File: config.mk
export PLATFORM = sky130hd
export DESIGN_NAME = key_schedule
export DESIGN_NICKNAME = d
export VERILOG_FILES = /design/src/rtl/aes_pkg.sv /design/src/rtl/sbox.sv /design/src/rtl/key_schedule.sv
export SDC_FILE = /design/constraint.sdc
export NUM_CORES = 2
export LEC_CHECK = 0
export CAP_MARGIN = 20
export CELL_PAD_IN_SITES_DETAIL_PLACEMENT = 1
export CELL_PAD_IN_SITES_GLOBAL_PLACEMENT = 1
export CORE_MARGIN = 3
export CORE_UTILIZATION = 50
export DETAILED_ROUTE_END_ITERATION = 8
export PLACE_DENSITY_LB_ADDON = 0.1
export SETUP_SLACK_MARGIN = 0.5
export SYNTH_ARGS = -nofsm -noshare
export SYNTH_HDL_FRONTEND = slang
export SYNTH_SLANG_ARGS = --single-unit
export TNS_END_PERCENT = 5
File: constraint.sdc
create_clock -name clk -period 15.2 [get_ports clk]
set_clock_uncertainty 0.15 [all_clocks]
set_input_delay 3.04 -clock clk [delete_from_list [all_inputs] [get_ports clk]]
set_output_delay 3.04 -clock clk [all_outputs]
set_load 0.01 [all_outputs]
File: src/rtl/aes_pkg.sv
// Shared AES-128 types, round constants and key-schedule FSM states.
// Blocks are byte arrays: byte 0 is the most significant byte of the vector.
package aes_pkg;

    typedef logic [7:0] byte_t;
    typedef byte_t [0:15] block_t;

    localparam int NUM_ROUNDS = 10;
    localparam logic [3:0] LAST_ROUND = 4'd10;

    typedef enum logic [1:0] {
        ST_IDLE,
        ST_EXPAND,
        ST_READY
    } state_t;

    function automatic byte_t rcon(input logic [3:0] i_round);
        byte_t w_rc;
        case (i_round)
            4'd1:    w_rc = 8'h01;
            4'd2:    w_rc = 8'h02;
            4'd3:    w_rc = 8'h04;
            4'd4:    w_rc = 8'h08;
            4'd5:    w_rc = 8'h10;
            4'd6:    w_rc = 8'h20;
            4'd7:    w_rc = 8'h40;
            4'd8:    w_rc = 8'h80;
            4'd9:    w_rc = 8'h1b;
            4'd10:   w_rc = 8'h36;
            default: w_rc = 8'h00;
        endcase
        return w_rc;
    endfunction

endpackage

File: src/rtl/sbox.sv
// Forward AES S-box, purely combinational table lookup.
// Entry 0 sits in the top byte of the table vector.
module sbox (
    input  logic [7:0] i_in,
    output logic [7:0] o_out
);

    localparam logic [2047:0] TABLE = {
        128'h637c777bf26b6fc53001672bfed7ab76,
        128'hca82c97dfa5947f0add4a2af9ca472c0,
        128'hb7fd9326363ff7cc34a5e5f171d83115,
        128'h04c723c31896059a071280e2eb27b275,
        128'h09832c1a1b6e5aa0523bd6b329e32f84,
        128'h53d100ed20fcb15b6acbbe394a4c58cf,
        128'hd0efaafb434d338545f9027f503c9fa8,
        128'h51a3408f929d38f5bcb6da2110fff3d2,
        128'hcd0c13ec5f974417c4a77e3d645d1973,
        128'h60814fdc222a908846eeb814de5e0bdb,
        128'he0323a0a4906245cc2d3ac629195e479,
        128'he7c8376d8dd54ea96c56f4ea657aae08,
        128'hba78252e1ca6b4c6e8dd741f4bbd8b8a,
        128'h703eb5664803f60e613557b986c11d9e,
        128'he1f8981169d98e949b1e87e9ce5528df,
        128'h8ca1890dbfe6426841992d0fb054bb16
    };

    // (255 - i_in) * 8 without arithmetic: invert and shift
    assign o_out = TABLE[{~i_in, 3'b000} +: 8];

endmodule

File: src/rtl/key_schedule.sv
// AES-128 key expansion: one round key per cycle into an 11-entry store.
// key_ready asserts one cycle after the last round key lands.
module key_schedule
    import aes_pkg::*;
(
    input  logic       clk,
    input  logic       rst,
    input  logic       start,
    input  block_t     key_in,
    output logic       busy,
    output logic       key_ready,
    input  logic [3:0] rd_round,
    output block_t     rd_key
);

    state_t      r_state;
    logic [3:0]  r_cnt;
    logic        r_busy;
    logic        r_key_ready;
    block_t      r_rk [0:NUM_ROUNDS];

    logic [3:0]   w_prev_idx;
    logic [127:0] w_prev;
    logic [31:0]  w_w0, w_w1, w_w2, w_w3;
    logic [31:0]  w_rot;
    logic [31:0]  w_sub;
    logic [31:0]  w_n0, w_n1, w_n2, w_n3;
    block_t       w_next;

    assign w_prev_idx = r_cnt - 4'd1;
    assign w_prev     = r_rk[w_prev_idx];

    assign w_w0 = w_prev[127:96];
    assign w_w1 = w_prev[95:64];
    assign w_w2 = w_prev[63:32];
    assign w_w3 = w_prev[31:0];

    assign w_rot = {w_w3[23:0], w_w3[31:24]};

    for (genvar g = 0; g < 4; g++) begin : g_sub
        sbox u_sbox (
            .i_in  (w_rot[31-8*g -: 8]),
            .o_out (w_sub[31-8*g -: 8])
        );
    end

    assign w_n0   = w_w0 ^ w_sub ^ {rcon(r_cnt), 24'h000000};
    assign w_n1   = w_w1 ^ w_n0;
    assign w_n2   = w_w2 ^ w_n1;
    assign w_n3   = w_w3 ^ w_n2;
    assign w_next = {w_n0, w_n1, w_n2, w_n3};

    always_ff @(posedge clk) begin
        if (rst) begin
            r_state     <= ST_IDLE;
            r_cnt       <= 4'd0;
            r_busy      <= 1'b0;
            r_key_ready <= 1'b0;
            for (int k = 0; k <= NUM_ROUNDS; k++) begin
                r_rk[k] <= '0;
            end
        end else begin
            unique case (r_state)
                ST_IDLE, ST_READY: begin
                    if (start) begin
                        r_rk[0]     <= key_in;
                        r_cnt       <= 4'd1;
                        r_state     <= ST_EXPAND;
                        r_busy      <= 1'b1;
                        r_key_ready <= 1'b0;
                    end else if (r_state == ST_READY) begin
                        r_key_ready <= 1'b1;
                    end
                end
                ST_EXPAND: begin
                    r_rk[r_cnt] <= w_next;
                    if (r_cnt == LAST_ROUND) begin
                        r_state <= ST_READY;
                        r_busy  <= 1'b0;
                    end else begin
                        r_cnt <= r_cnt + 4'd1;
                    end
                end
                default: begin
                    r_state <= ST_IDLE;
                    r_busy  <= 1'b0;
                end
            endcase
        end
    end

    assign busy      = r_busy;
    assign key_ready = r_key_ready;

    always_comb begin
        rd_key = '0;
        if (rd_round <= LAST_ROUND) begin
            rd_key = r_rk[rd_round];
        end
    end

endmodule

==> results_dict.tcl <==
set metrics [dict create \
    wl_per_cell_um 41.3 \
    io_buffers 264 \
    worst-endpoint-arrival_ps 7760 \
    worstPathCellList "buf_8 -> buf_4 -> buf_4 -> buf_4 -> mux4_2 -> o21ai_0 -> o21ai_0 -> clkdlybuf4s50_1" \
    criticalPathCategory "input pin to output pin" \
    nets 9627 \
    place_ws_ps 4260 \
    endpoint "rd_key[62]" \
    finalSetupTns_ps 0 \
    final.fill_count 22700 \
    ff_latch_area_um2 60500 \
    synth_edf_count 1920 \
    fp.dieW_um 487 \
    min_period_ps 10950 \
    cts_setup_buffers 0 \
    run_status "complete, no violations" \
    place.gp.congestion 1.01 \
    reg2reg_from "r_cnt[0]" \
    grt_first_pass_wirelength_mm 732 \
    switching_share 0.455 \
    hpwl_mm 315 \
    slew_violations 0 \
    p_int_mw 12.9 \
    peakVddDrop_v 0.000145 \
    final_hold_viol_count 0 \
    critical_path_required_ps 12010 \
    layout_commonest_cell "edfxtp_1" \
    synth_area_um2 116000 \
    maxCapViolCount 0 \
    cp_max_fo 55 \
    multi_input_comb_area_um2 50300 \
    dieArea_um2 237000 \
    antenna_found_initial 24 \
    drc 0 \
    syn_inst 9510 \
    crit_top_cell "buf_4" \
    path_buf_inv 5 \
    power_mw 23.7 \
    pwr-share-comb 0.481 \
    grtUsageTotal 0.434 \
    ys_types 129 \
    htreeDepth 4 \
    end_kind "output pin" \
    cp_num_cells 8 \
    cts_tree "built" \
    cts_buffer_depth 3 \
    worstSetupStartpointType "input pin" \
    cts_made_buffers 217 \
    cts-root-buf "clkbuf_16" \
    critPathLaunch "rd_round[0]" \
    drt_iter0_markers 14400 \
    ant_nets 0 \
    worst-r2r-cell-count 21 \
    cts_sinks 2064 \
    vias 93700 \
    via_per_inst 7.42 \
    area_growth_pct 10.6 \
    critPathSlowestCell "buf_4" \
    initial_utilization 0.506 \
    final_cell_mix "edfxtp_1 (1920), nor2_1 (1470), nand2_1 (1055)" \
    core_um2 229000 \
    ys_ff_latch 2064 \
    die-height_um 487 \
    grt_pass1_vias 95100 \
    grt_max_degree 118 \
    post-route-period-util 0.720 \
    layout_setup_ws_ps 4250 \
    ff2ff_setup_slack_ps 4840 \
    hold_class "flop to flop" \
    stdcell_count 12600 \
    synth_nets 9708 \
    p_per_area_nw_per_um2 185 \
    clk_latency_ps 920 \
    seq_power_share 0.288 \
    routed_wl_mm 521 \
    synth_warnings 0 \
    globalRouteOverflowTotal 0 \
    ys_async_sr_fraction 0 \
    timing.fmax_mhz 91.4 \
    leakagePower_nw 44.0 \
    setup_viol 0 \
    io_pins 265 \
    drive_above_1_share 0.170 \
    syn_avg_cell_area_um2 12.2 \
    p_clk_frac 0.232 \
    fp-row-count 175 \
    cts_hold_buf 0 \
    rsz0062_at_grt "no" \
    path_clk_slew_ps 60 \
    dp_cells 12200 \
    synth-seq-area-share 0.523 \
    cts_resized 0 \
    cp_top_family "buffers and inverters" \
    hp-start "r_rk[10][28]" \
    p_sw_mw 10.8 \
    synth-main-ff-cell "edfxtp_1" \
    max_stage_delay_ps 830 \
    reg2reg_to "r_rk[12][48]" \
    dr.pass1.iters 6 \
    postLayoutCoreUtil 0.559 \
    slew-limit-headroom 0.0994 \
    worst_slew_pin_slew_ps 1350 \
]
==> worst reg2reg max path: stages, from the launching register on <==
cell and delay (ps):
dfxtp_4 750, clkinv_1 520, ha_4 760, buf_12 650
mux4_2 610, mux2i_1 140, mux2_2 180, buf_4 360
clkinv_1 650, ha_1 440, buf_4 230, nor2_1 750
nand2_1 140, o211ai_1 130, a221o_1 170, o2111ai_1 110
a22oi_1 370, xor2_1 450, xor2_2 880, xor2_1 900
o2bb2a_1 570, inv_1 190
==> cell usage after synthesis (88+ instances only) <==
cell type,instances,share of area
inv_1,158,0.0051
mux4_2,718,0.14
a211oi_1,88,0.0057
dfxtp_1,144,0.025
mux2i_1,323,0.028
buf_4,106,0.0069
a31oi_1,139,0.0075
xnor2_1,113,0.0086
clkbuf_1,418,0.014
and3_1,116,0.0063
edfxtp_1,1920,0.50
nor3_1,113,0.0049
o21ai_0,512,0.022
o211ai_1,191,0.012
nor2_1,1473,0.048
nand3_1,153,0.0066
buf_2,180,0.0078
nand2_1,1065,0.035
a21oi_1,318,0.014
==> sequential cells by signal, indices dropped and copies added, names as in the netlist, named ones only <==
signal	cells
r_rk	2048
r_cnt	4
r_state	2
busy	1
key_ready	1
==> power groups by stage <==
stage                     clock network [mW]  logic [mW]  registers (mW)
after detailed placement                   0        10.9            6.92
after floorplan                            0        6.25            6.87
after global routing                    5.72        11.7            6.83
after global placement                     0        10.8            6.89
after CTS                               5.49        10.9            6.80
final                                   5.49        11.4            6.81
==> metrics by stage <==
stage          hold slack (ps)  cell area, um2
6_report                   326          128000
5_1_grt                    347          128000
4_1_cts                    321          128000
3_5_place_dp               313          120000
3_3_place_gp               301          120000
2_1_floorplan              288          116000
==> logic make-up (layout without fill, tap and decap cells) <==
| group | after synthesis | count (layout) | synth area share |
|---|---|---|---|
| and+or+nand+nor | 3125 | 3125 | 0.112 |
| DFF | 2064 | 2064 | 0.523 |
| AOI/OAI and AO/OA | 1859 | 1859 | 0.109 |
| muxes | 1145 | 1145 | 0.184 |
| buffers and inverters | 1055 | 1167 | 0.0462 |
| xor gates and xnor gates | 199 | 199 | 0.0180 |
| adders and majority gates | 63 | 63 | 0.00681 |
| other | 0 | 8 | 0 |
==> layout make-up <==
type,count,share of cell area
inverters,174,0.00515
multi-input cells,6391,0.393
clock buffers,302,0.0476
flip-flops and latches,2064,0.473
diodes,8,0.000157
clock inverters,110,0.00970
well taps,3009,0.0294
repair buffers,581,0.0412
==> worst min path at each step <==
stage	end	slack, ps	cells past startpoint
2_1_floorplan	r_rk[10][30]	290	2
3_3_place_gp	r_rk[10][16]	300	2
3_5_place_dp	r_rk[10][16]	310	2
4_1_cts	r_rk[10][16]	320	2
5_1_grt	r_rk[10][16]	350	2
6_report	r_rk[10][28]	330	2
==> per-layer routing <==
| layer | part of all wire | GRT usage | vias to the layer above |
|---|---|---|---|
| met2 | 0.44 | 0.649 | 7509 |
| met5 | 0.00014 | 0 | - |
| met4 | 0.069 | 0.252 | 10 |
| met1 | 0.36 | 0.569 | 48500 |
| li1 | - | - | 36100 |
| met3 | 0.13 | 0.120 | 1555 |
Power figures use the tool's default switching activity.
